<file path="config.mk">
export PLATFORM = sky130hd
export DESIGN_NAME = ram_port_arbiter
export DESIGN_NICKNAME = d
export VERILOG_FILES = /design/src/rtl/ram_arb_pkg.sv /design/src/rtl/ram_port_arbiter_ram_1rw.sv /design/src/rtl/ram_port_arbiter.sv
export SDC_FILE = /design/constraint.sdc
export NUM_CORES = 1
export LEC_CHECK = 0
export CAP_MARGIN = 15
export CORE_ASPECT_RATIO = 1.4
export CORE_UTILIZATION = 45
export CTS_CLUSTER_DIAMETER = 120
export DETAILED_ROUTE_END_ITERATION = 10
export PLACE_DENSITY = 0.67
export SLEW_MARGIN = 20
export SYNTH_ARGS = -nofsm -noshare
export SYNTH_HDL_FRONTEND = slang
export SYNTH_SLANG_ARGS = --single-unit
</file>
<file path="constraint.sdc">
create_clock -name clk -period 4.7 [get_ports clk]
set_input_delay 1.41 -clock clk [delete_from_list [all_inputs] [get_ports clk]]
set_output_delay 1.41 -clock clk [all_outputs]
set_load 0.03 [all_outputs]
</file>
<file path="src/rtl/ram_arb_pkg.sv">
// Shared types for the two-requester RAM arbiter: sequencer states and requester indices.
package ram_arb_pkg;

  typedef enum logic {
    INIT = 1'b0,
    RUN  = 1'b1
  } state_e;

  localparam logic REQ_M0 = 1'b0;
  localparam logic REQ_M1 = 1'b1;

endpackage

</file>
<file path="src/rtl/ram_port_arbiter_ram_1rw.sv">
// Single-port RAM, one access per cycle; read data registered (1-cycle latency), no backpressure.
module ram_1rw #(
  parameter  int DATA_W = 8,
  parameter  int DEPTH  = 4,
  localparam int ADDR_W = $clog2(DEPTH)
) (
  input  logic              clk,
  input  logic              en,
  input  logic              we,
  input  logic [ADDR_W-1:0] addr,
  input  logic [DATA_W-1:0] wdata,
  output logic [DATA_W-1:0] rdata
);

  logic [DATA_W-1:0] r_mem [DEPTH];
  logic [DATA_W-1:0] r_rdata;

  // Storage is deliberately unreset; the arbiter clears it after every reset.
  always_ff @(posedge clk) begin
    if (en) begin
      if (we) begin
        r_mem[addr] <= wdata;
      end else begin
        r_rdata <= r_mem[addr];
      end
    end
  end

  assign rdata = r_rdata;

endmodule

</file>
<file path="src/rtl/ram_port_arbiter.sv">
// Round-robin share of one 1RW RAM between m0/m1; reads return 1 cycle after acceptance.
// Ready is combinational from valid; nothing is served until the post-reset clear finishes.
module ram_port_arbiter
  import ram_arb_pkg::*;
#(
  parameter  int DATA_W = 8,
  parameter  int DEPTH  = 4,
  localparam int ADDR_W = $clog2(DEPTH)
) (
  input  logic              clk,
  input  logic              rst,
  input  logic              m0_valid,
  output logic              m0_ready,
  input  logic              m0_we,
  input  logic [ADDR_W-1:0] m0_addr,
  input  logic [DATA_W-1:0] m0_wdata,
  output logic              m0_rvalid,
  output logic [DATA_W-1:0] m0_rdata,
  input  logic              m1_valid,
  output logic              m1_ready,
  input  logic              m1_we,
  input  logic [ADDR_W-1:0] m1_addr,
  input  logic [DATA_W-1:0] m1_wdata,
  output logic              m1_rvalid,
  output logic [DATA_W-1:0] m1_rdata,
  output logic              init_done
);

  state_e            r_state;
  state_e            w_state_nxt;
  logic [ADDR_W-1:0] r_init_cnt;
  logic              r_rr_ptr;
  logic              r_rd_pend;
  logic              r_rd_owner;
  logic [DATA_W-1:0] r_m0_rdata;
  logic [DATA_W-1:0] r_m1_rdata;

  logic              w_gnt0;
  logic              w_gnt1;
  logic              w_acc;
  logic              w_acc_id;
  logic              w_ram_en;
  logic              w_ram_we;
  logic [ADDR_W-1:0] w_ram_addr;
  logic [DATA_W-1:0] w_ram_wdata;
  logic [DATA_W-1:0] w_ram_rdata;

  always_comb begin
    w_state_nxt = r_state;
    w_gnt0      = 1'b0;
    w_gnt1      = 1'b0;
    w_ram_en    = 1'b0;
    w_ram_we    = 1'b0;
    w_ram_addr  = '0;
    w_ram_wdata = '0;
    unique case (r_state)
      INIT: begin
        w_ram_en   = 1'b1;
        w_ram_we   = 1'b1;
        w_ram_addr = r_init_cnt;
        if (r_init_cnt == ADDR_W'(DEPTH - 1)) begin
          w_state_nxt = RUN;
        end
      end
      RUN: begin
        // No handshake completes in a reset cycle, so nothing is lost to the restart.
        if (!rst) begin
          w_gnt0 = m0_valid & (~m1_valid | (r_rr_ptr == REQ_M0));
          w_gnt1 = m1_valid & (~m0_valid | (r_rr_ptr == REQ_M1));
        end
        if (w_gnt0) begin
          w_ram_en    = 1'b1;
          w_ram_we    = m0_we;
          w_ram_addr  = m0_addr;
          w_ram_wdata = m0_wdata;
        end else if (w_gnt1) begin
          w_ram_en    = 1'b1;
          w_ram_we    = m1_we;
          w_ram_addr  = m1_addr;
          w_ram_wdata = m1_wdata;
        end
      end
      default: w_state_nxt = INIT;
    endcase
  end

  assign w_acc    = w_gnt0 | w_gnt1;
  assign w_acc_id = w_gnt1 ? REQ_M1 : REQ_M0;

  always_ff @(posedge clk) begin
    if (rst) begin
      r_state    <= INIT;
      r_init_cnt <= '0;
      r_rr_ptr   <= REQ_M0;
      r_rd_pend  <= 1'b0;
      r_rd_owner <= REQ_M0;
      r_m0_rdata <= '0;
      r_m1_rdata <= '0;
    end else begin
      r_state <= w_state_nxt;
      if (r_state == INIT) begin
        r_init_cnt <= r_init_cnt + ADDR_W'(1);
      end
      if (w_acc) begin
        r_rr_ptr   <= ~w_acc_id;
        r_rd_owner <= w_acc_id;
      end
      r_rd_pend <= w_acc & ~w_ram_we;
      if (m0_rvalid) begin
        r_m0_rdata <= w_ram_rdata;
      end
      if (m1_rvalid) begin
        r_m1_rdata <= w_ram_rdata;
      end
    end
  end

  assign m0_ready  = w_gnt0;
  assign m1_ready  = w_gnt1;
  assign init_done = (r_state == RUN) & ~rst;
  assign m0_rvalid = r_rd_pend & (r_rd_owner == REQ_M0) & ~rst;
  assign m1_rvalid = r_rd_pend & (r_rd_owner == REQ_M1) & ~rst;
  // Fresh RAM output on the rvalid cycle, captured copy afterwards.
  assign m0_rdata  = m0_rvalid ? w_ram_rdata : r_m0_rdata;
  assign m1_rdata  = m1_rvalid ? w_ram_rdata : r_m1_rdata;

  ram_1rw #(
    .DATA_W(DATA_W),
    .DEPTH (DEPTH)
  ) u_ram (
    .clk  (clk),
    .en   (w_ram_en),
    .we   (w_ram_we),
    .addr (w_ram_addr),
    .wdata(w_ram_wdata),
    .rdata(w_ram_rdata)
  );

endmodule
</file>
==> qor.yml, run 1 <==
setup_viol: 0
timing_max_transition_violations_final: 0
synth.yosys.seq_area_share_pct: 63.8
classification_of_the_worst_slack_hold_path: "flip-flop to flip-flop"
drt-pass1-iter-count: 4
synth.cell_area_um2: 2570
maxCapViolations: 0
fin_skew_ps: 5.39
worst_ir_drop_vdd_mv: 0.208
core_area_um2: 5530
gpl_congestion: 0.731
status: "finished clean"
synthDistinctLibCells: 33
critPathLaunch: "rst"
hold_viol: 0
critical_path.max_stage_delay_ps: 590
clk_pin_slew_ps: 70
maxSlewHeadroom_pct: 41.0
clk_path_buf_depth: 2
cp.buffers_inverters: 3
cts-buffers-inserted: 9
initial_antenna_violation_count: 0
grt_max_degree: 28
design.portCount: 47
synth_nets: 224
post_cts_hold_buffer_count: 0
die-area_um2: 6030
required_ps: 3290
final_antenna_net_count: 0
place_hpwl_mm: 3.29
globalRouteOverflowTotal: 0
fmax_mhz: 218
areaGrowthSynthToFinish_pct: 28.0
grt_pass1_vias: 1623
chip_height_um: 91.5
worst_reg2reg_startpoint: "r_state$_SDFF_PP0_"
synth_seq_cells: 62
timing.critical_path.fanout_max: 9
post_cts_resized: 0
clock_insertion_delay_worst_skew_ps: 330
period_minus_slack_ps: 4590
final_cells: 326
synth_warnings: 0
clockRootBuffer: "sky130_fd_sc_hd__clkbuf_8"
timing.critical_path.slowest_stage_cell: "sky130_fd_sc_hd__clkdlybuf4s50_1"
initial_utilization_pct: 46.6
worstPathCellList: "clkdlybuf4s50_1 -> nor3b_1 -> buf_4 -> mux2_2 -> clkdlybuf4s50_1"
powerDensity_nw_per_um2: 424
critical-path-top-delay-family: "buffers and inverters"
end_kind: "primary output"
rsz0062_at_grt: "false"
ctsHtreeMaxLevel: 3
seq_area_um2: 1640
grt_first_pass_wirelength_mm: 7.39
drtIter0Drc: 58
count_of_standard_cell_rows: 32
post_synth_inst_count: 197
tritoncts_clock_tree: "built"
total_leakage_power_nw: 1.38
multi_input_area_um2: 851
totalNegativeSetupSlack_ps: 0
crit_type: "primary input to primary output"
fin_crit_sh_pct: 97.7
cts_post_setup_buffers_inserted: 0
dpl.cell_count: 310
io_buffers: 46
antennaDiodeCount: 0
ys_dominant_reg_cell: "sky130_fd_sc_hd__edfxtp_1"
fillers: 459
crit_path_frequent_cell: "sky130_fd_sc_hd__clkdlybuf4s50_1"
layout-drive-gt1-share_pct: 19.8
ys_async_sr_fraction_pct: 0
timing.critical_path.arrival_ps: 3180
total_routing_usage_gr_pct: 17.3
detailed_route_wire_length_mm: 4.61
wl_per_cell_um: 14.2
pnr_worst_setup_slack_ps: 110
worst_setup_slack_post_dpl_ps: 104
remaining_routing_drc_violations: 0
nNetsFinal: 280
critical_path.startpoint_type: "primary input"
post_synth_edffs: 40
clock_sink_count: 62
dr_total_vias: 1628
average_cell_area_after_synthesis_um2: 13.1
tightest_slew_ps: 881
post_drt_via_cell_ratio: 4.99
hold_slack_ps: 504
die_w_um: 65.9
hp-start: "r_rr_ptr$_SDFFE_PP0P_"
-- worst min-delay path: cells and delay by family (launching register included) --
kind / cells / cell delay [ps]
flops: 1 / 320
simple gates: 2 / 140
-- metal layers --
| layer | wire [um] | vias up | track usage (%) | part of all wire (%) |
|---|---|---|---|---|
| li1 | - | 813 | - | - |
| met1 | 1790 | 765 | 17.0 | 39 |
| met4 | 71 | 0 | 8.51 | 1.5 |
| met5 | 0 | - | 0 | 0 |
| met2 | 2580 | 42 | 31.8 | 56 |
| met3 | 174 | 8 | 4.90 | 3.8 |
-- cells in the mapped netlist (2+ instances only) --
| library cell | count | area share, % |
|---|---|---|
| sky130_fd_sc_hd__edfxtp_1 | 40 | 47 |
| sky130_fd_sc_hd__nand2_1 | 31 | 4.5 |
| sky130_fd_sc_hd__mux2i_1 | 25 | 9.7 |
| sky130_fd_sc_hd__dfxtp_1 | 22 | 17 |
| sky130_fd_sc_hd__nor2b_1 | 16 | 3.9 |
| sky130_fd_sc_hd__nor2_1 | 12 | 1.7 |
| sky130_fd_sc_hd__mux2_2 | 8 | 3.5 |
| sky130_fd_sc_hd__a22o_1 | 6 | 2.0 |
| sky130_fd_sc_hd__buf_2 | 3 | 0.58 |
| sky130_fd_sc_hd__buf_6 | 3 | 1.3 |
| sky130_fd_sc_hd__inv_1 | 3 | 0.44 |
| sky130_fd_sc_hd__nand3b_1 | 3 | 0.87 |
| sky130_fd_sc_hd__a22oi_1 | 2 | 0.58 |
| sky130_fd_sc_hd__a31oi_1 | 2 | 0.49 |
| sky130_fd_sc_hd__clkbuf_1 | 2 | 0.29 |
| sky130_fd_sc_hd__inv_2 | 2 | 0.29 |
-- flip-flops by register name, indices dropped and copies added, names as in the netlist --
| name | flops |
|---|---|
| r_state | 1 |
| r_rd_owner | 1 |
| u_ram.rdata | 8 |
| r_init_cnt | 2 |
| r_rr_ptr | 1 |
| u_ram.r_mem | 32 |
| r_rd_pend | 1 |
| r_m1_rdata | 8 |
| r_m0_rdata | 8 |
-- metrics by stage --
| step | power, W | cell area [um2] | util, % |
|---|---|---|---|
| floorplan | 0.000847 | 2570 | - |
| global placement | 0.000919 | 3080 | 55.8 |
| detailed placement | 0.000924 | 3080 | 55.8 |
| CTS | 0.00142 | 3300 | 59.7 |
| global route | 0.00146 | 3300 | 59.7 |
| finish | 0.00140 | 3300 | 59.7 |
-- area by class of cell --
cell class	instances	share of cell area (%)
clock buffers	9	3.76
clock inverters	7	2.69
inverters	5	0.569
multi-input cells	121	25.8
flip-flops and latches	62	49.8
well taps	68	2.58
repair buffers	54	14.8
-- path summary, 6_finish.rpt --
check,endpoint,slack (ps),cells after the start
max reg2reg,u_ram.r_mem[2][5]$_DFFE_PP_,2130,6
min reg2reg,r_rr_ptr$_SDFFE_PP0P_,500,2
min,r_rr_ptr$_SDFFE_PP0P_,500,2
max,m0_rdata[1],110,5
-- cell families (layout without fill, tap and decap cells) --
group / count (synthesis) / count (layout) / synth area share [%]
AO/OA/AOI/OAI: 15 / 15 / 5.00
AND/OR/NAND/NOR: 71 / 71 / 14.0
buffers and inverters: 14 / 75 / 3.21
XOR/XNOR: 1 / 1 / 0.340
adder cells (fa/ha/maj): 1 / 1 / 0.486
flip-flops: 62 / 62 / 63.8
multiplexers: 33 / 33 / 13.2
-- where the power goes --
group	switching (W)	internal (W)
clock network	0.000195	0.000294
logic	0.000123	0.000101
registers	0.0000208	0.000663
-- cell usage in the layout, fill, tap and decap left out, types with 2 or more instances in the layout --
| cell type | n |
|---|---|
| sky130_fd_sc_hd__a22o_1 | 6 |
| sky130_fd_sc_hd__a22oi_1 | 2 |
| sky130_fd_sc_hd__a31oi_1 | 2 |
| sky130_fd_sc_hd__buf_4 | 21 |
| sky130_fd_sc_hd__bufinv_16 | 2 |
| sky130_fd_sc_hd__clkbuf_8 | 9 |
| sky130_fd_sc_hd__clkdlybuf4s50_1 | 33 |
| sky130_fd_sc_hd__clkinv_2 | 2 |
| sky130_fd_sc_hd__clkinvlp_4 | 2 |
| sky130_fd_sc_hd__dfxtp_1 | 22 |
| sky130_fd_sc_hd__edfxtp_1 | 40 |
| sky130_fd_sc_hd__inv_1 | 3 |
| sky130_fd_sc_hd__inv_2 | 2 |
| sky130_fd_sc_hd__mux2_2 | 8 |
| sky130_fd_sc_hd__mux2i_1 | 25 |
| sky130_fd_sc_hd__nand2_1 | 31 |
| sky130_fd_sc_hd__nand3b_1 | 3 |
| sky130_fd_sc_hd__nor2_1 | 12 |
| sky130_fd_sc_hd__nor2b_1 | 16 |
Power figures use the tool's default switching activity.
==> run 2: changes to the inputs <==
--- a/config.mk
+++ b/config.mk
@@ -7,6 +7,7 @@
 export LEC_CHECK = 0
 export CAP_MARGIN = 15
 export CORE_ASPECT_RATIO = 1.4
+export CORE_MARGIN = 2
 export CORE_UTILIZATION = 45
 export CTS_CLUSTER_DIAMETER = 120
 export DETAILED_ROUTE_END_ITERATION = 10
==> constraint.sdc (replaced) <==
create_clock -name clk -period 5.83 [get_ports clk]
set_input_delay 0.583 -clock clk [delete_from_list [all_inputs] [get_ports clk]]
set_output_delay 0.583 -clock clk [all_outputs]
set_load 0.03 [all_outputs]
==> run 2 against run 1 <==
  * Sequential share of layout area is 0.61 points higher
  * Largest cell class unchanged
  * Hold slack better by 18 ps
  * Sequential power is 19% lower
  * Total power is 23% lower
  * Flip-flop and latch count stayed put
  * Global-route usage is 0.81 points lower
  * Cell area is 1.2% lower
  * Critical path type unchanged
==> qor.yml, run 2 (same netlist as run 1, synthesis figures left out) <==
status: "finished clean"
die_w_um: 67.9  # +3.0%
globalRouteOverflowTotal: 0  # unchanged
ctsHtreeMaxLevel: 3  # unchanged
drtIter0Drc: 83  # +43%
worst_ir_drop_vdd_mv: 0.182  # -12%
pnr_worst_setup_slack_ps: 2600  # +2490 ps
fin_crit_sh_pct: 55.5
totalPowerFinal_w: 0.00107  # -23%
post_cts_resized: 0  # unchanged
drt-pass1-iter-count: 4  # unchanged
antennaDiodeCount: 0  # unchanged
clock_insertion_delay_worst_skew_ps: 340  # about the same
hp-start: "r_rr_ptr$_SDFFE_PP0P_"
worst_reg2reg_startpoint: "r_state$_SDFF_PP0_"
combinational_power_share_pct: 16.3  # +0.3 points
remaining_routing_drc_violations: 0  # unchanged
total_leakage_power_nw: 1.32  # -4.3%
gpl_congestion: 0.743  # +1.6%
hold_viol: 0  # unchanged
fin_skew_ps: 6.87  # +1.47 ps
total_routing_usage_gr_pct: 16.5  # -0.81 points
detailed_route_wire_length_mm: 4.59  # -0.46%
fillers: 482  # +5.0%
clk_pin_slew_ps: 60  # about the same
grt_first_pass_wirelength_mm: 7.41  # +0.28%
clk_path_buf_depth: 2  # unchanged
final_antenna_net_count: 0  # unchanged
rsz0062_at_grt: "false"
cellInternalPower_w: 0.000800  # -24%
grt_max_degree: 29  # +3.6%
chip_height_um: 93.5  # +2.2%
cts-buffers-inserted: 9  # unchanged
pwr-share-seq_pct: 51.5  # +2.5 points
multi_input_area_um2: 851  # unchanged
dr_total_vias: 1607  # -1.3%
timing.critical_path.fanout_max: 28  # +19
clock_sink_count: 62  # unchanged
final_core_utilization_pct: 58.9  # -0.72 points
cts_post_setup_buffers_inserted: 0  # unchanged
end_kind: "primary output"
count_of_standard_cell_rows: 32  # unchanged
clockRootBuffer: "sky130_fd_sc_hd__clkbuf_8"
tightest_slew_ps: 809  # -71.8 ps
worst-r2r-setup-slack_ps: 3310  # +1180 ps
r2r_end: "u_ram.r_mem[0][6]$_DFFE_PP_"
place_hpwl_mm: 3.21  # -2.5%
timing.critical_path.arrival_ps: 2650  # -530 ps
io_buffers: 46  # unchanged
totalNegativeSetupSlack_ps: 0  # unchanged
hold_end: "r_rr_ptr$_SDFFE_PP0P_"
grt_pass1_vias: 1569  # -3.3%
most_common_cell_after_layout_fill_and_taps_aside: "sky130_fd_sc_hd__clkdlybuf4s50_1"
design.portCount: 47  # unchanged
critPathLaunch: "rst"
power.share.switching_pct: 25.4  # +1.2 points
post_cts_hold_buffer_count: 0  # unchanged
core_area_um2: 5530  # unchanged
tritoncts_clock_tree: "built"
areaGrowthSynthToFinish_pct: 26.5
initial_antenna_violation_count: 0  # unchanged
maxCapViolations: 0  # unchanged
crit_type: "primary input to primary output"
p_clk_share_pct: 32.2  # -2.8 points
number_of_flip_flops_in_the_largest_register: 32  # unchanged
nNetsFinal: 274  # -2.1%
required_ps: 5250  # +1960 ps
setup_viol: 0  # unchanged
power.switching_w: 0.000273  # -19%
critical_path.startpoint_type: "primary input"
classification_of_the_worst_slack_hold_path: "flip-flop to flip-flop"
powerDensity_nw_per_um2: 329  # -22%
initial_utilization_pct: 46.6  # unchanged
fmax_mhz: 309
most_flop_heavy_register: "u_ram.r_mem"
wl_per_cell_um: 14.4  # +1.4%
post_drt_via_cell_ratio: 5.02  # +0.56%
die-area_um2: 6350  # +5.3%
worst_setup_slack_post_dpl_ps: 2220  # +2110 ps
timing_max_transition_violations_final: 0  # unchanged
maxSlewHeadroom_pct: 45.8  # +4.8 points
hold_slack_ps: 523  # +18.2 ps
seq_area_um2: 1640  # unchanged
layout-drive-gt1-share_pct: 12.7  # -7.1 points
ff2ff_path_depth: 6  # unchanged
final_cell_mix: "46 x sky130_fd_sc_hd__clkdlybuf4s50_1, 40 x sky130_fd_sc_hd__edfxtp_1, 31 x sky130_fd_sc_hd__nand2_1, 25 x sky130_fd_sc_hd__mux2i_1, 22 x sky130_fd_sc_hd__dfxtp_1"
worstHoldPathCells: 2  # unchanged
period_minus_slack_ps: 3230
-- run 2: critical path: stages --
cell                              delay [ps]
sky130_fd_sc_hd__clkdlybuf4s50_1         390
sky130_fd_sc_hd__buf_4                   220
sky130_fd_sc_hd__nand3b_1                380
sky130_fd_sc_hd__inv_2                   250
sky130_fd_sc_hd__nand2_1                  80
sky130_fd_sc_hd__nand2_1                  70
sky130_fd_sc_hd__clkdlybuf4s50_1         670
-- run 2: metal layers --
metal | up-vias | track usage [%] | routed length, um
met5 | - | 0 | 0
met4 | 0 | 11.5 | 141
met3 | 13 | 3.61 | 170
met2 | 50 | 26.9 | 2350
met1 | 738 | 18.5 | 1930
li1 | 806 | - | -
-- run 2: layout make-up --
type                       count  area share [%]
tap                           68            2.61
clock buffer                  12            5.11
inverter                       5           0.576
timing repair buffer          48            14.6
sequential                    62            50.4
multi-input combinational    121            26.1
clock inverter                 4           0.576
-- run 2: worst max path at each step --
stage / to / cells after the start / slack (ps)
after floorplan: u_ram.r_mem[3][0]$_DFFE_PP_ / 8 / 3330
after global placement: u_ram.r_mem[2][0]$_DFFE_PP_ / 6 / 2280
after detailed placement: u_ram.r_mem[2][0]$_DFFE_PP_ / 6 / 2220
after CTS: m1_rdata[0] / 7 / 2550
after global routing: m1_rdata[0] / 7 / 2400
final: m1_rdata[3] / 7 / 2600
-- run 2: per-stage QoR --
step	cell area [um2]	std cells
3_3_place_gp	3070	304
6_report	3260	320
4_1_cts	3260	320
3_5_place_dp	3070	304
2_1_floorplan	2570	197
5_1_grt	3260	320
-- run 2: power groups by stage --
stage | clock network, W | registers (W) | logic [W]
4_1_cts | 0.000356 | 0.000553 | 0.000180
5_1_grt | 0.000375 | 0.000557 | 0.000192
6_report | 0.000345 | 0.000552 | 0.000175
2_1_floorplan | 0 | 0.000554 | 0.000129
3_5_place_dp | 0 | 0.000562 | 0.000179
3_3_place_gp | 0 | 0.000561 | 0.000173
